==> src/rtl/acc_control_unit_if.sv <==
// Memory-side req/ack bus of the accumulator CPU sequencer.
interface acc_control_unit_if #(
  parameter int unsigned ADDR_W = 5
);
  logic              mem_req_o;
  logic              mem_we_o;
  logic [ADDR_W-1:0] mem_addr_o;
  logic [7:0]        mem_wdata_o;
  logic [7:0]        mem_rdata_i;
  logic              mem_ack_i;

  modport master (
    output mem_req_o, mem_we_o, mem_addr_o, mem_wdata_o,
    input  mem_rdata_i, mem_ack_i
  );

  modport slave (
    input  mem_req_o, mem_we_o, mem_addr_o, mem_wdata_o,
    output mem_rdata_i, mem_ack_i
  );
endinterface

==> src/rtl/acc_control_unit.sv <==
// Fetch/decode/execute sequencer for the 8-bit accumulator CPU.
// Holds PC/IR/MDR/ACC and Z/C flags, drives the ALU and the memory bus.
module acc_control_unit #(
  parameter int unsigned ADDR_W   = 5,
  parameter int unsigned RESET_PC = 0
) (
  input  logic               clk_i,
  input  logic               rst_ni,
  acc_control_unit_if.master mem,
  output logic [7:0]         alu_x_o,
  output logic [7:0]         alu_y_o,
  output logic [2:0]         alu_op_o,
  input  logic [7:0]         alu_r_i,
  input  logic               alu_fz_i,
  input  logic               alu_fc_i,
  output logic [7:0]         acc_o,
  output logic [ADDR_W-1:0]  pc_o,
  output logic               fz_o,
  output logic               fc_o,
  output logic               halted_o
);

  localparam int unsigned DATA_W = 8;
  localparam int unsigned OP_W   = 3;

  localparam logic [OP_W-1:0] OP_NOP = 3'd0;
  localparam logic [OP_W-1:0] OP_LD  = 3'd1;
  localparam logic [OP_W-1:0] OP_ST  = 3'd2;
  localparam logic [OP_W-1:0] OP_ADD = 3'd3;
  localparam logic [OP_W-1:0] OP_SUB = 3'd4;
  localparam logic [OP_W-1:0] OP_JMP = 3'd5;
  localparam logic [OP_W-1:0] OP_JZ  = 3'd6;
  localparam logic [OP_W-1:0] OP_HLT = 3'd7;

  typedef enum logic [2:0] {
    S_FETCH, S_DECODE, S_READ, S_EXEC, S_WRITE, S_HALT
  } state_t;

  state_t              state_q, state_d;
  logic [ADDR_W-1:0]   pc_q, pc_d;
  logic [DATA_W-1:0]   ir_q, ir_d;
  logic [DATA_W-1:0]   mdr_q, mdr_d;
  logic [DATA_W-1:0]   acc_q, acc_d;
  logic                fz_q, fz_d;
  logic                fc_q, fc_d;
  logic                req_q, req_d;
  logic                we_q, we_d;
  logic [ADDR_W-1:0]   addr_q, addr_d;
  logic                halted_q, halted_d;

  logic [OP_W-1:0]     ir_op;
  logic [ADDR_W-1:0]   ir_addr;
  logic                mem_hs;

  assign ir_op   = ir_q[DATA_W-1 -: OP_W];
  assign ir_addr = ir_q[ADDR_W-1:0];
  // A transfer completes only on an ack while our request is actually up.
  assign mem_hs  = req_q & mem.mem_ack_i;

  // State and datapath registers; bus outputs are registered from next state.
  always_ff @(posedge clk_i or negedge rst_ni) begin
    if (!rst_ni) begin
      state_q  <= S_FETCH;
      pc_q     <= ADDR_W'(RESET_PC);
      ir_q     <= '0;
      mdr_q    <= '0;
      acc_q    <= '0;
      fz_q     <= 1'b0;
      fc_q     <= 1'b0;
      req_q    <= 1'b0;
      we_q     <= 1'b0;
      addr_q   <= '0;
      halted_q <= 1'b0;
    end else begin
      state_q  <= state_d;
      pc_q     <= pc_d;
      ir_q     <= ir_d;
      mdr_q    <= mdr_d;
      acc_q    <= acc_d;
      fz_q     <= fz_d;
      fc_q     <= fc_d;
      req_q    <= req_d;
      we_q     <= we_d;
      addr_q   <= addr_d;
      halted_q <= halted_d;
    end
  end

  // Next-state, datapath updates and next bus drive.
  always_comb begin
    state_d = state_q;
    pc_d    = pc_q;
    ir_d    = ir_q;
    mdr_d   = mdr_q;
    acc_d   = acc_q;
    fz_d    = fz_q;
    fc_d    = fc_q;

    case (state_q)
      S_FETCH: begin
        if (mem_hs) begin
          ir_d    = mem.mem_rdata_i;
          pc_d    = pc_q + ADDR_W'(1);
          state_d = S_DECODE;
        end
      end
      S_DECODE: begin
        case (ir_op)
          OP_NOP:                 state_d = S_FETCH;
          OP_LD, OP_ADD, OP_SUB:  state_d = S_READ;
          OP_ST:                  state_d = S_WRITE;
          OP_JMP: begin
            pc_d    = ir_addr;
            state_d = S_FETCH;
          end
          OP_JZ: begin
            if (fz_q) pc_d = ir_addr;
            state_d = S_FETCH;
          end
          OP_HLT:                 state_d = S_HALT;
          default:                state_d = S_FETCH;
        endcase
      end
      S_READ: begin
        if (mem_hs) begin
          mdr_d   = mem.mem_rdata_i;
          state_d = S_EXEC;
        end
      end
      S_EXEC: begin
        case (ir_op)
          OP_LD: begin
            acc_d = mdr_q;
            fz_d  = (mdr_q == '0);
          end
          OP_ADD, OP_SUB: begin
            acc_d = alu_r_i;
            fz_d  = alu_fz_i;
            fc_d  = alu_fc_i;
          end
          default: ;
        endcase
        state_d = S_FETCH;
      end
      S_WRITE: begin
        if (mem_hs) state_d = S_FETCH;
      end
      S_HALT:  state_d = S_HALT;
      default: state_d = S_FETCH;
    endcase

    req_d    = (state_d == S_FETCH) || (state_d == S_READ) || (state_d == S_WRITE);
    we_d     = (state_d == S_WRITE);
    addr_d   = (state_d == S_FETCH) ? pc_d : ir_d[ADDR_W-1:0];
    halted_d = (state_d == S_HALT);
  end

  assign mem.mem_req_o   = req_q;
  assign mem.mem_we_o    = we_q;
  assign mem.mem_addr_o  = addr_q;
  assign mem.mem_wdata_o = acc_q;

  assign alu_x_o  = acc_q;
  assign alu_y_o  = mdr_q;
  assign alu_op_o = (ir_op == OP_SUB) ? 3'b001 : 3'b000;

  assign acc_o    = acc_q;
  assign pc_o     = pc_q;
  assign fz_o     = fz_q;
  assign fc_o     = fc_q;
  assign halted_o = halted_q;

endmodule

==> src/flat_wrapper.sv <==
// flat-port wrapper written by rule: the top's interface ports become plain ports
module acc_control_unit_flat 
#(
  parameter int unsigned ADDR_W   = 5,
  parameter int unsigned RESET_PC = 0
)
  (clk_i, rst_ni, alu_x_o, alu_y_o, alu_op_o, alu_r_i, alu_fz_i, alu_fc_i, acc_o, pc_o, fz_o, fc_o, halted_o, mem_mem_req_o, mem_mem_we_o, mem_mem_addr_o, mem_mem_wdata_o, mem_mem_rdata_i, mem_mem_ack_i);
  acc_control_unit_if #(.ADDR_W(ADDR_W)) mem_i ();
  input  logic clk_i;
  input  logic rst_ni;
  output logic [7:0] alu_x_o;
  output logic [7:0] alu_y_o;
  output logic [2:0] alu_op_o;
  input  logic [7:0] alu_r_i;
  input  logic alu_fz_i;
  input  logic alu_fc_i;
  output logic [7:0] acc_o;
  output logic [ADDR_W-1:0] pc_o;
  output logic fz_o;
  output logic fc_o;
  output logic halted_o;
  output wire logic [$bits(mem_i.mem_req_o)-1:0] mem_mem_req_o;
  output wire logic [$bits(mem_i.mem_we_o)-1:0] mem_mem_we_o;
  output wire logic [$bits(mem_i.mem_addr_o)-1:0] mem_mem_addr_o;
  output wire logic [$bits(mem_i.mem_wdata_o)-1:0] mem_mem_wdata_o;
  input wire logic [$bits(mem_i.mem_rdata_i)-1:0] mem_mem_rdata_i;
  input wire logic [$bits(mem_i.mem_ack_i)-1:0] mem_mem_ack_i;
  assign mem_mem_req_o = mem_i.mem_req_o;
  assign mem_mem_we_o = mem_i.mem_we_o;
  assign mem_mem_addr_o = mem_i.mem_addr_o;
  assign mem_mem_wdata_o = mem_i.mem_wdata_o;
  assign mem_i.mem_rdata_i = mem_mem_rdata_i;
  assign mem_i.mem_ack_i = mem_mem_ack_i;
  acc_control_unit #(.ADDR_W(ADDR_W), .RESET_PC(RESET_PC)) u_core (.clk_i(clk_i), .rst_ni(rst_ni), .mem(mem_i), .alu_x_o(alu_x_o), .alu_y_o(alu_y_o), .alu_op_o(alu_op_o), .alu_r_i(alu_r_i), .alu_fz_i(alu_fz_i), .alu_fc_i(alu_fc_i), .acc_o(acc_o), .pc_o(pc_o), .fz_o(fz_o), .fc_o(fc_o), .halted_o(halted_o));
endmodule
==> config.mk <==
export PLATFORM = sky130hd
export DESIGN_NAME = acc_control_unit_flat
export DESIGN_NICKNAME = d
export VERILOG_FILES = /design/src/rtl/acc_control_unit_if.sv /design/src/rtl/acc_control_unit.sv /design/src/flat_wrapper.sv
export SDC_FILE = /design/constraint.sdc
export NUM_CORES = 1
export LEC_CHECK = 0
export ABC_AREA = 0
export ABC_CLOCK_PERIOD_IN_PS = 2350
export CORE_MARGIN = 2
export CORE_UTILIZATION = 40
export CTS_BUF_LIST = sky130_fd_sc_hd__clkbuf_2 sky130_fd_sc_hd__clkbuf_4 sky130_fd_sc_hd__clkbuf_8
export DETAILED_ROUTE_END_ITERATION = 7
export PLACE_DENSITY_LB_ADDON = 0.05
export REMOVE_ABC_BUFFERS = 1
export SETUP_SLACK_MARGIN = 0.15
export SYNTH_ARGS = -nofsm -noshare
export SYNTH_HDL_FRONTEND = slang
export SYNTH_SLANG_ARGS = --single-unit
==> constraint.sdc <==
create_clock -name clk_i -period 2.35 [get_ports clk_i]
set_input_delay 0.3525 -clock clk_i [delete_from_list [all_inputs] [get_ports clk_i]]
set_output_delay 0.3525 -clock clk_i [all_outputs]
set_load 0.02 [all_outputs]
# After elaboration in Yosys (flattened, before gate mapping)
# Index checks and enable logic that the tools add are counted.
# Widths: inputs -> output; s select.
word_totals:
  elab_cells: 58
  input_bits: 21
  output_inout_bits: 50
  ff_bits: 42
  ramBits: 0
  latchBits: 0
  memories: 0
  rom_bits: 0
op_classes:
  n_addsub: 1
  bitwise_logic: 1
  div_mod_pow: 0
  shifts: 0
  multipliers: 0
  eq_ne: 15
  n_mux: 15
  n_reduce_logical: 14
  order_cmp: 0
ops:
  columns: ["op", "count"]
  rows:
  - ["$mux 5", 5]
  - ["$eq 3x3->1 const B", 8]
  - ["$pmux 5 s2", 2]
  - ["$pmux 8 s2", 1]
  - ["$eq 3x2->1 const B", 5]
  - ["$pmux 3 s5", 1]
  - ["$pmux 3 s4", 1]
  - ["$logic_not 3->1", 3]
  - ["$mux 3", 3]
  - ["$logic_not 8->1", 1]
  - ["$reduce_and 2->1", 4]
  - ["$eq 3x1->1 const B", 2]
  - ["$reduce_or 3->1", 2]
  - ["$add 5x1->5 const B", 1]
  - ["$logic_or 1x1->1", 2]
  - ["$pmux 1 s2", 1]
  - ["$reduce_bool 2->1", 1]
  - ["$reduce_or 2->1", 1]
  - ["$and 1x1->1", 1]
  - ["$mux 1", 1]

# Logic depth before layout (Yosys ltp)
# Gate-level depths: netlist of the first run.
logic_depth:
  ltp_word: 7
  ltp_mapped: 7
  ltp_nobuf: 5

# Worst setup path before layout of the first run
# No wires, ideal clock.
synth_path:
  kind: "register to register"
  from: "register u_core.fz_q, in the netlist u_core.fz_o"
  to: "register u_core.addr_q[0], in the netlist u_core.mem.mem_addr_o[0]"
  n_path_buf: 1
  period_less_slack_ns: 1.908
  setup_time_ns: 0.125
  t_arrival_ns: 1.783
  path_stages_with_launch: 7
  slack_ns: 0.442
  t_required_ns: 2.225
  path_cell_list: "dfrtp_1 > clkbuf_1 > mux2_2 > a22oi_1 > o22ai_1 > a31o_2 > mux2_4"
synth_via:
  elab_chain_cells: 4
synth_rtl:
  columns: ["element", "line", "text"]
  rows:
  - ["start: declaration", "acc_control_unit.sv:44", "logic fz_q, fz_d;"]
  - ["start signal: assignment", "acc_control_unit.sv:80", "fz_q <= fz_d;"]
  - ["$mux 5", "acc_control_unit.sv:117", "if (fz_q) pc_d = ir_addr;"]
  - ["$pmux 5 s2", "acc_control_unit.sv:108", "case (ir_op)"]
  - ["$pmux 5 s2", "acc_control_unit.sv:99", "case (state_q)"]
  - ["net u_core.pc_d[0]", "acc_control_unit.sv:40", "logic [ADDR_W-1:0] pc_q, pc_d;"]
  - ["$mux 5", "acc_control_unit.sv:154", "addr_d = (state_d == S_FETCH) ? pc_d : ir_d[ADDR_W-1:0];"]
  - ["net u_core.addr_d[0]", "acc_control_unit.sv:48", "logic [ADDR_W-1:0] addr_q, addr_d;"]
  - ["end signal: assignment", "acc_control_unit.sv:84", "addr_q <= addr_d;"]
  - ["end: declaration", "acc_control_unit.sv:48", null]
# The timed path passes the listed nets, and every way through them passes these cells.
# A chain may end at the register's enable or synchronous reset.

# Final worst setup path of the first run
layout_path:
  from: "register u_core.ir_q[6]"
  to: "output alu_op_o[0]"
layout_via:
  elab_chain_cells: 2
layout_rtl:
  columns: ["element", "line", "text"]
  rows:
  - ["start: declaration", "acc_control_unit.sv:41", "logic [DATA_W-1:0] ir_q, ir_d;"]
  - ["start signal: assignment", "acc_control_unit.sv:77", "ir_q <= ir_d;"]
  - ["$eq 3x3->1", "acc_control_unit.sv:165", "assign alu_op_o = (ir_op == OP_SUB) ? 3'b001 : 3'b000;"]
  - ["$mux 1", "acc_control_unit.sv:165", null]
  - ["end: declaration", "flat_wrapper.sv:13", "output logic [2:0] alu_op_o;"]
# Every way passes these cells.

==> results.sh, run 1 <==
export IMPL_layout_cells_non_filler=333
export IMPL_max_slew_margin_pct=64.3
export IMPL_muxShareOfSynthArea_pct=13.9
export IMPL_fin_setup_tns_ns=0
export IMPL_synthToLayoutAreaGrowth_pct=33.9
export IMPL_fin_area_um2=2970
export IMPL_placedCellCount=325
export IMPL_worst_r2r_path_depth=6
export IMPL_period_share_pct=89.8
export IMPL_synth_cell_types=47
export IMPL_htree_levels=2
export IMPL_use_met2_pct=25.9
export IMPL_port_buffers=68
export IMPL_crit_required_ns=2.00
export IMPL_yosys_warnings=0
export IMPL_dp_hpwl_mm=3.49
export IMPL_clock_sinks=42
export IMPL_ctsHoldBuffers=0
export IMPL_place_ws_ns=0.0964
export IMPL_path_class="flop to output pin"
export IMPL_clock_skew_ns=0.0115
export IMPL_grt_pass1_wl_mm=8.17
export IMPL_clk_pin_slew_ns=0.09
export IMPL_hp_class="input pin to async pin"
export IMPL_nets=282
export IMPL_numCtsBuffers=5
export IMPL_status="complete, no violations"
export IMPL_cts_tree="done"
export IMPL_track_usage_pct=17.2
export IMPL_wirelength_mm=4.95
export IMPL_tightestPinTransition_ns=0.535
export IMPL_use_met1_pct=23.6
export IMPL_cp_arrival_ns=1.76
export IMPL_setup_viol=0
export IMPL_synth_fa_ha_area_share_pct=0.564
export IMPL_worstReg2RegStart="u_core.ir_q[6]"
export IMPL_grt_max_degree=43
export IMPL_antenna_found_initial=0
export IMPL_coreArea_um2=5440
export IMPL_path_max_fanout=10
export IMPL_root_buffer="clkbuf_8"
export IMPL_cts_resized=0
export IMPL_routed_via_count=1691
export IMPL_layout_drive_gt1_share_pct=15.7
export IMPL_timing_rr_end="u_core.mem.mem_addr_o[2]"
export IMPL_top_usage_layer="met2"
export IMPL_ys_seq_elements=42
export IMPL_wl_per_cell_um=14.8
export IMPL_die_height_um=78.5
export IMPL_final_max_slew_viol_count=0
export IMPL_worst_slack_ns=0.239
export IMPL_synth_compound_area_share_pct=11.7
export IMPL_end_kind="output pin"
export IMPL_synth_cells=203
export IMPL_synth_simple_gate_area_share_pct=17.8
export IMPL_crit_path_start_kind="flop"
export IMPL_initial_core_util_pct=40.8
export IMPL_drt_first_pass_iters=4
export IMPL_ys_seq_area_share_pct=47.4
export IMPL_synthXorXnorAreaFrac_pct=0
export IMPL_period_minus_slack_ns=2.11
export IMPL_ys_flop_type="dfrtp_1"
export IMPL_drc=0
export IMPL_rsz0062_at_grt="no"
export IMPL_die_w_um=78.5
export IMPL_cts_max_path_buffers=2
export IMPL_powerDensity_nw_per_um2=1620
export IMPL_synthesis_area_um2=2220
export IMPL_grt_pass1_vias=1646
export IMPL_post_cts_repair_setup_buffers=0
export IMPL_p_leak_nw=1.27
export IMPL_drt_iter0_drc=69
export IMPL_ir_drop_mv=0.793
export IMPL_synth_avg_cell_area_um2=10.9
export IMPL_synth_edff_count=0
export IMPL_postRouteAntennaNets=0
export IMPL_max_freq_ghz=0.474
export IMPL_clock_latency_ns=0.30
export IMPL_vias_per_cell=5.08
export IMPL_gp_congestion=0.854
export IMPL_async_flop_share_pct=100
export IMPL_overflow=0
export IMPL_r2r_slack_ns=0.39
export IMPL_grtUsageMet3_pct=4.14
export IMPL_synth_top_family_by_area="simple AND/OR/NAND/NOR gates"
export IMPL_hold_viol_final=0
export IMPL_num_antenna_cells=0
export IMPL_num_rows=27
export IMPL_pin_count=71
export IMPL_hold_worst_slack_ns=0.122
export IMPL_dieArea_um2=6150
export IMPL_postPlaceCellArea_um2=2860
export IMPL_max_cap_violations=0
==> cell usage in the layout, fill, tap and decap left out, types with 2 or more instances in the layout <==
master,n
clkdlybuf4s50_1,67
nand2b_1,3
o21ai_0,2
and3_1,2
mux2i_1,12
conb_1,2
o221ai_1,2
nor2_1,14
mux2_4,5
a21oi_1,13
dfrtp_1,42
nor2b_1,5
clkbuf_8,5
inv_1,3
mux2_2,9
o22ai_1,3
nor4_1,2
buf_4,6
a2bb2oi_1,4
nor3_2,2
o2bb2ai_1,2
nand2_1,29
==> how the worst max path moves through the flow <==
| stage | cells after the start | slack [ns] | from | endpoint |
|---|---|---|---|---|
| global route | 2 | 0.17 | u_core.ir_q[6] | alu_op_o[0] |
| finish | 2 | 0.24 | u_core.ir_q[6] | alu_op_o[0] |
| CTS | 2 | 0.23 | u_core.ir_q[6] | alu_op_o[0] |
| detailed placement | 6 | 0.1 | mem_mem_ack_i | u_core.mem.mem_addr_o[4] |
| global placement | 6 | 0.11 | mem_mem_ack_i | u_core.mem.mem_addr_o[4] |
| floorplan | 5 | 0.23 | u_core.ir_q[6] | u_core.fc_o |
==> per-layer routing <==
metal	wire length (µm)	vias to the layer above
li1	-	813
met1	2320	806
met2	2250	64
met3	268	8
met4	108	0
met5	0	-
==> synth_stat cells (2+ instances only) <==
cell type   n  share of area (%)
mux2i_1    12                5.4
nand2b_1    3               0.85
clkbuf_1    2               0.34
a21oi_1    13                2.9
nand2_1    29                4.9
nor3_2      2               0.90
o2bb2ai_1   2               0.79
mux2_4      5                3.4
nor2_1     14                2.4
inv_1       3               0.51
o221ai_1    2               0.79
dfrtp_1    42                 47
buf_2       2               0.45
buf_4      19                6.4
nor2b_1     5                1.4
mux2_2      9                4.6
o22ai_1     3               0.85
nor4_1      2               0.56
o21ai_0     2               0.45
a2bb2oi_1   4                1.6
and3_1      2               0.56
==> flip-flops by register name, indices dropped and copies added (netlist names) <==
| register | count |
|---|---|
| u_core.acc_o | 8 |
| u_core.alu_y_o | 8 |
| u_core.ir_q | 8 |
| u_core.mem.mem_addr_o | 5 |
| u_core.pc_o | 5 |
| u_core.state_q | 3 |
| u_core.fc_o | 1 |
| u_core.fz_o | 1 |
| u_core.halted_o | 1 |
| u_core.mem.mem_req_o | 1 |
| u_core.mem.mem_we_o | 1 |
==> power breakdown <==
group / switching, W / total, W / internal [W]
combinational: 0.00133 / 0.00274 / 0.00142
sequential: 0.000415 / 0.00148 / 0.00107
clock: 0.000256 / 0.000585 / 0.000329
==> cells by family (layout without fill, tap and decap cells) <==
family,Yosys count,count (layout)
AND/OR/NAND/NOR,68,68
flip-flops,42,42
AO/OA/AOI/OAI,36,36
buffers and inverters,28,85
multiplexers,27,27
adder cells (fa/ha/maj),1,1
other,1,2
==> per-stage QoR <==
stage	power, W	util, %
3_5_place_dp	0.00424	52.5
6_report	0.00481	54.6
3_3_place_gp	0.00423	52.5
2_1_floorplan	0.00307	-
4_1_cts	0.00485	54.6
5_1_grt	0.00513	54.6
==> critical path: stages, from the launching register on <==
cell and delay (ns):
dfrtp_1 0.52, nor3b_4 0.30, clkdlybuf4s50_1 0.65
==> final cells by class <==
cell class | instances | area (µm²)
inverter | 3 | 11.3
clock buffer | 6 | 76.3
sequential | 42 | 1050
fill | 496 | 2470
clock inverter | 2 | 37.5
timing repair buffer | 74 | 721
multi-input combinational | 134 | 982
tap | 72 | 90.1
Note: power is estimated with default switching activity, not from simulation.
==> run 2, diff against run 1 <==
--- a/config.mk
+++ b/config.mk
@@ -8,12 +8,14 @@
 export ABC_AREA = 0
 export ABC_CLOCK_PERIOD_IN_PS = 2350
 export CORE_MARGIN = 2
-export CORE_UTILIZATION = 40
+export CORE_UTILIZATION = 48
 export CTS_BUF_LIST = sky130_fd_sc_hd__clkbuf_2 sky130_fd_sc_hd__clkbuf_4 sky130_fd_sc_hd__clkbuf_8
 export DETAILED_ROUTE_END_ITERATION = 7
+export GPL_ROUTABILITY_DRIVEN = 0
 export PLACE_DENSITY_LB_ADDON = 0.05
 export REMOVE_ABC_BUFFERS = 1
 export SETUP_SLACK_MARGIN = 0.15
+export SKIP_LAST_GASP = 1
 export SYNTH_ARGS = -nofsm -noshare
 export SYNTH_HDL_FRONTEND = slang
 export SYNTH_SLANG_ARGS = --single-unit
==> run 2 against run 1 <==
Effect of this change: sequential share of layout area is 0.13 points higher; critical path type unchanged; cell count fell by 5.4%; register-to-register slack hardly changed; critical path depth stayed put; sequential power about the same.
==> results.sh, run 2 (synthesis results as in run 1) <==
export IMPL_routed_via_count=1653
export IMPL_antenna_found_initial=0
export IMPL_initial_core_util_pct=50.2
export IMPL_crit_required_ns=2.00
export IMPL_cts_max_path_buffers=2
export IMPL_setup_viol=0
export IMPL_rsz0062_at_grt="no"
export IMPL_grt_pass1_vias=1602
export IMPL_max_slew_margin_pct=65.6
export IMPL_worstReg2RegStart="u_core.ir_q[6]"
export IMPL_r2r_slack_ns=0.38
export IMPL_crit_path_start_kind="flop"
export IMPL_die_w_um=72.0
export IMPL_post_cts_repair_setup_buffers=0
export IMPL_p_leak_nw=1.29
export IMPL_htree_levels=2
export IMPL_path_max_fanout=10
export IMPL_period_share_pct=89.0
export IMPL_tightestPinTransition_ns=0.516
export IMPL_hp_class="flop to flop"
export IMPL_max_cap_violations=0
export IMPL_period_minus_slack_ns=2.09
export IMPL_wl_per_cell_um=15.5
export IMPL_final_common_cell="clkdlybuf4s50_1"
export IMPL_clock_skew_ns=0.00856
export IMPL_coreArea_um2=4410
export IMPL_grt_pass1_wl_mm=7.91
export IMPL_post_route_util_pct=67.0
export IMPL_root_buffer="clkbuf_8"
export IMPL_vias_per_cell=5.25
export IMPL_num_rows=24
export IMPL_powerDensity_nw_per_um2=1610
export IMPL_path_class="flop to output pin"
export IMPL_port_buffers=68
export IMPL_end_kind="output pin"
export IMPL_max_freq_ghz=0.478
export IMPL_layout_drive_gt1_share_pct=16.0
export IMPL_timing_rr_end="u_core.mem.mem_addr_o[1]"
export IMPL_cp_endpoint="alu_op_o[0]"
export IMPL_die_height_um=72.0
export IMPL_track_usage_pct=19.6
export IMPL_fillers=375
export IMPL_dieArea_um2=5180
export IMPL_drt_iter0_drc=71
export IMPL_nets=284
export IMPL_postRouteAntennaNets=0
export IMPL_ir_drop_mv=0.787
export IMPL_drt_first_pass_iters=4
export IMPL_cp_arrival_ns=1.74
export IMPL_dp_hpwl_mm=3.66
export IMPL_status="complete, no violations"
export IMPL_worst_r2r_path_depth=6
export IMPL_hold_worst_slack_ns=0.502
export IMPL_crit_start="u_core.ir_q[6]"
export IMPL_final_max_slew_viol_count=0
export IMPL_hold_viol_final=0
export IMPL_clk_pin_slew_ns=0.08
export IMPL_grt_max_degree=20
export IMPL_num_antenna_cells=0
export IMPL_overflow=0
export IMPL_cts_tree="done"
export IMPL_drc=0
export IMPL_layout_common_cells="clkdlybuf4s50_1, dfrtp_1, nand2_1"
export IMPL_wirelength_mm=4.87
export IMPL_clock_sinks=42
export IMPL_numCtsBuffers=5
export IMPL_clock_latency_ns=0.29
export IMPL_synthToLayoutAreaGrowth_pct=33.4
export IMPL_fin_setup_tns_ns=0
export IMPL_pin_count=71
==> run 2: cell types whose count changed in the layout (fill, tap and decap cells not counted), sizes merged <==
cell	previous run	this run
dlygate4sd3	0	1
bufinv	1	0
clkbuf	6	8
clkinvlp	1	0
buf	7	8
==> run 2: worst max-delay path, cell delays in order, from the launching register on <==
cell and delay, ns:
dfrtp_1 0.52, nor3b_4 0.29, clkdlybuf4s50_1 0.64
==> run 2: cell type report <==
cell class | count | area, µm² | area share, %
flip-flops and latches | 42 | 1050 | 35.5
multi-input cells | 134 | 982 | 33.2
repair buffers | 76 | 738 | 25.0
clock buffers | 8 | 110 | 3.72
well taps | 52 | 65.1 | 2.20
inverters | 3 | 11.3 | 0.381
==> run 2: routing by layer <==
layer | global-route usage (%) | wire [µm]
met1 | 26.9 | 2180
met2 | 32.3 | 2500
met3 | 4.17 | 149
met4 | 4.61 | 42
met5 | 0 | 0
==> run 2: how the worst min path moves through the flow <==
stage / from / to / cells after the start
finish: u_core.fc_o / u_core.fc_o / 1
global route: u_core.fc_o / u_core.fc_o / 1
CTS: u_core.fc_o / u_core.fc_o / 1
detailed placement: rst_ni / u_core.mem.mem_req_o / 1
global placement: rst_ni / u_core.mem.mem_req_o / 1
floorplan: rst_ni / u_core.acc_o[0] / 0
==> run 2: stage by stage <==
stage | total power [W] | area [µm²] | setup WS, ns | std cells
global route | 0.00507 | 2960 | 0.172 | 315
finish | 0.00476 | 2960 | 0.259 | 315
CTS | 0.00480 | 2960 | 0.252 | 315
detailed placement | 0.00426 | 2840 | 0.109 | 306
global placement | 0.00421 | 2840 | 0.130 | 306
floorplan | 0.00307 | 2040 | 0.234 | 179
==> run 2: power breakdown <==
part           switching (W)  internal (W)
Sequential          0.000409       0.00107
Combinational        0.00132       0.00142
Clock               0.000240      0.000297
Total                0.00197       0.00278
==> run 2: repair_timing <==
action	CTS	global route
hold endpoints to repair	17	0
hold buffers	1	0
gates resized for setup	0	0
==> run 3, diff against run 2 <==
--- a/config.mk
+++ b/config.mk
@@ -8,14 +8,16 @@
 export ABC_AREA = 0
 export ABC_CLOCK_PERIOD_IN_PS = 2350
 export CORE_MARGIN = 2
-export CORE_UTILIZATION = 48
+export CORE_UTILIZATION = 30
 export CTS_BUF_LIST = sky130_fd_sc_hd__clkbuf_2 sky130_fd_sc_hd__clkbuf_4 sky130_fd_sc_hd__clkbuf_8
 export DETAILED_ROUTE_END_ITERATION = 7
 export GPL_ROUTABILITY_DRIVEN = 0
 export PLACE_DENSITY_LB_ADDON = 0.05
+export RECOVER_POWER = 50
 export REMOVE_ABC_BUFFERS = 1
 export SETUP_SLACK_MARGIN = 0.15
 export SKIP_LAST_GASP = 1
+export SLEW_MARGIN = 5
 export SYNTH_ARGS = -nofsm -noshare
 export SYNTH_HDL_FRONTEND = slang
 export SYNTH_SLANG_ARGS = --single-unit
==> run 3 against run 2 <==
Effect of this change: clock-buffer cell count down 2; largest power group unchanged; combinational power about the same; first-iteration DRC count up 15%; via count up 1.7%; register-to-register slack worse by 0.05 ns; critical endpoint unchanged; clock power up 10%; cell count up 16%.
==> results.sh, run 3 (synthesis results as in run 1) <==
export IMPL_wl_per_cell_um=15.3
export IMPL_num_antenna_cells=0
export IMPL_layout_drive_gt1_share_pct=14.0
export IMPL_grt_max_degree=19
export IMPL_fin_setup_tns_ns=0
export IMPL_min_from="u_core.fc_o"
export IMPL_hp_class="flop to flop"
export IMPL_status="complete, no violations"
export IMPL_num_rows=31
export IMPL_crit_required_ns=2.00
export IMPL_clock_skew_ns=0.00534
export IMPL_wirelength_mm=5.58
export IMPL_final_common_cell="clkdlybuf4s50_1"
export IMPL_antenna_found_initial=0
export IMPL_die_height_um=90.0
export IMPL_layout_cells_non_filler=364
export IMPL_final_max_slew_viol_count=0
export IMPL_timing_rr_end="u_core.mem.mem_addr_o[4]"
export IMPL_whs_path_depth=1
export IMPL_clk_pin_slew_ns=0.08
export IMPL_drc=0
export IMPL_end_kind="output pin"
export IMPL_worstReg2RegStart="u_core.state_q[0]"
export IMPL_grt_pass1_vias=1750
export IMPL_tightestPinTransition_ns=0.786
export IMPL_routed_via_count=1681
export IMPL_max_slew_margin_pct=47.6
export IMPL_nets=286
export IMPL_overflow=0
export IMPL_crit_start="u_core.ir_q[6]"
export IMPL_rsz0062_at_grt="no"
export IMPL_grt_pass1_wl_mm=9.33
export IMPL_r2r_slack_ns=0.33
export IMPL_dp_hpwl_mm=4.19
export IMPL_drt_iter0_drc=82
export IMPL_cts_resized=0
export IMPL_initial_core_util_pct=30.7
export IMPL_vias_per_cell=4.62
export IMPL_cts_max_path_buffers=2
export IMPL_track_usage_pct=14.3
export IMPL_worst_r2r_path_depth=5
export IMPL_coreArea_um2=7210
export IMPL_synthToLayoutAreaGrowth_pct=35.4
export IMPL_setup_viol=0
export IMPL_root_buffer="clkbuf_8"
export IMPL_hold_viol_final=0
export IMPL_period_minus_slack_ns=2.10
export IMPL_port_buffers=68
export IMPL_cp_arrival_ns=1.75
export IMPL_layout_common_cells="clkdlybuf4s50_1, dfrtp_1, nand2_1"
export IMPL_min_to="u_core.fc_o"
export IMPL_path_class="flop to output pin"
export IMPL_numCtsBuffers=5
export IMPL_htree_levels=2
export IMPL_clock_latency_ns=0.30
export IMPL_powerDensity_nw_per_um2=1600
export IMPL_drt_first_pass_iters=4
export IMPL_path_max_fanout=10
export IMPL_cts_tree="done"
export IMPL_placedCellCount=355
export IMPL_crit_path_start_kind="flop"
export IMPL_clock_sinks=42
export IMPL_p_leak_nw=1.27
export IMPL_pin_count=71
export IMPL_die_w_um=90.0
export IMPL_ir_drop_mv=0.592
export IMPL_dieArea_um2=8090
export IMPL_max_freq_ghz=0.476
export IMPL_period_share_pct=89.4
export IMPL_postRouteAntennaNets=0
export IMPL_max_cap_violations=0
[run 3: how the worst max path moves through the flow]
stage / to / slack, ns / depth (start not counted)
3_5_place_dp: u_core.mem.mem_addr_o[4] / 0.12 / 6
6_report: alu_op_o[0] / 0.25 / 2
3_3_place_gp: u_core.mem.mem_addr_o[4] / 0.14 / 6
5_1_grt: alu_op_o[0] / 0.17 / 2
2_1_floorplan: u_core.fc_o / 0.23 / 5
4_1_cts: alu_op_o[0] / 0.23 / 2
[run 3: repair_timing]
| item | 4_1_cts | 5_1_grt |
|---|---|---|
| hold buffers | 1 | 0 |
| endpoints found under the hold margin | 13 | 0 |
| buffers inserted | 0 | 0 |
[run 3: layer usage]
metal / part of all wire (%) / vias to the layer above / global-route usage, %
li1: - / 818 / -
met1: 47 / 818 / 19.6
met2: 48 / 40 / 23.0
met3: 3.9 / 5 / 3.35
met4: 0.86 / 0 / 3.85
met5: 0 / - / 0
[run 3: critical path, stage by stage (launching register included)]
cell and delay [ns]:
dfrtp_1 0.52, nor3b_4 0.29, clkdlybuf4s50_1 0.64
[run 3: power by group]
group / switching (W) / internal, W / total (W)
Clock: 0.000263 / 0.000329 / 0.000592
Combinational: 0.00135 / 0.00139 / 0.00275
Sequential: 0.000398 / 0.00107 / 0.00147
Total: 0.00201 / 0.00279 / 0.00481
[run 3: area by class of cell]
class	count	area [µm²]
Clock inverter	2	37.5
Tap cell	99	124
Clock buffer	6	76.3
Sequential cell	42	1050
Multi-Input combinational cell	134	963
Fill cell	758	4210
Inverter	3	11.3
Timing Repair Buffer	78	738
[run 3: metrics by stage]
stage | hold WS (ns) | utilization (%) | power (W) | setup slack, ns | instance area [µm²]
final | 0.487 | 41.6 | 0.00481 | 0.248 | 3000
after global routing | 0.525 | 41.6 | 0.00514 | 0.168 | 3000
after global placement | 0.270 | 40.4 | 0.00431 | 0.142 | 2910
after detailed placement | 0.274 | 40.4 | 0.00431 | 0.117 | 2910
after floorplan | 0.0569 | - | 0.00307 | 0.234 | 2040
after CTS | 0.499 | 42.1 | 0.00492 | 0.229 | 3040
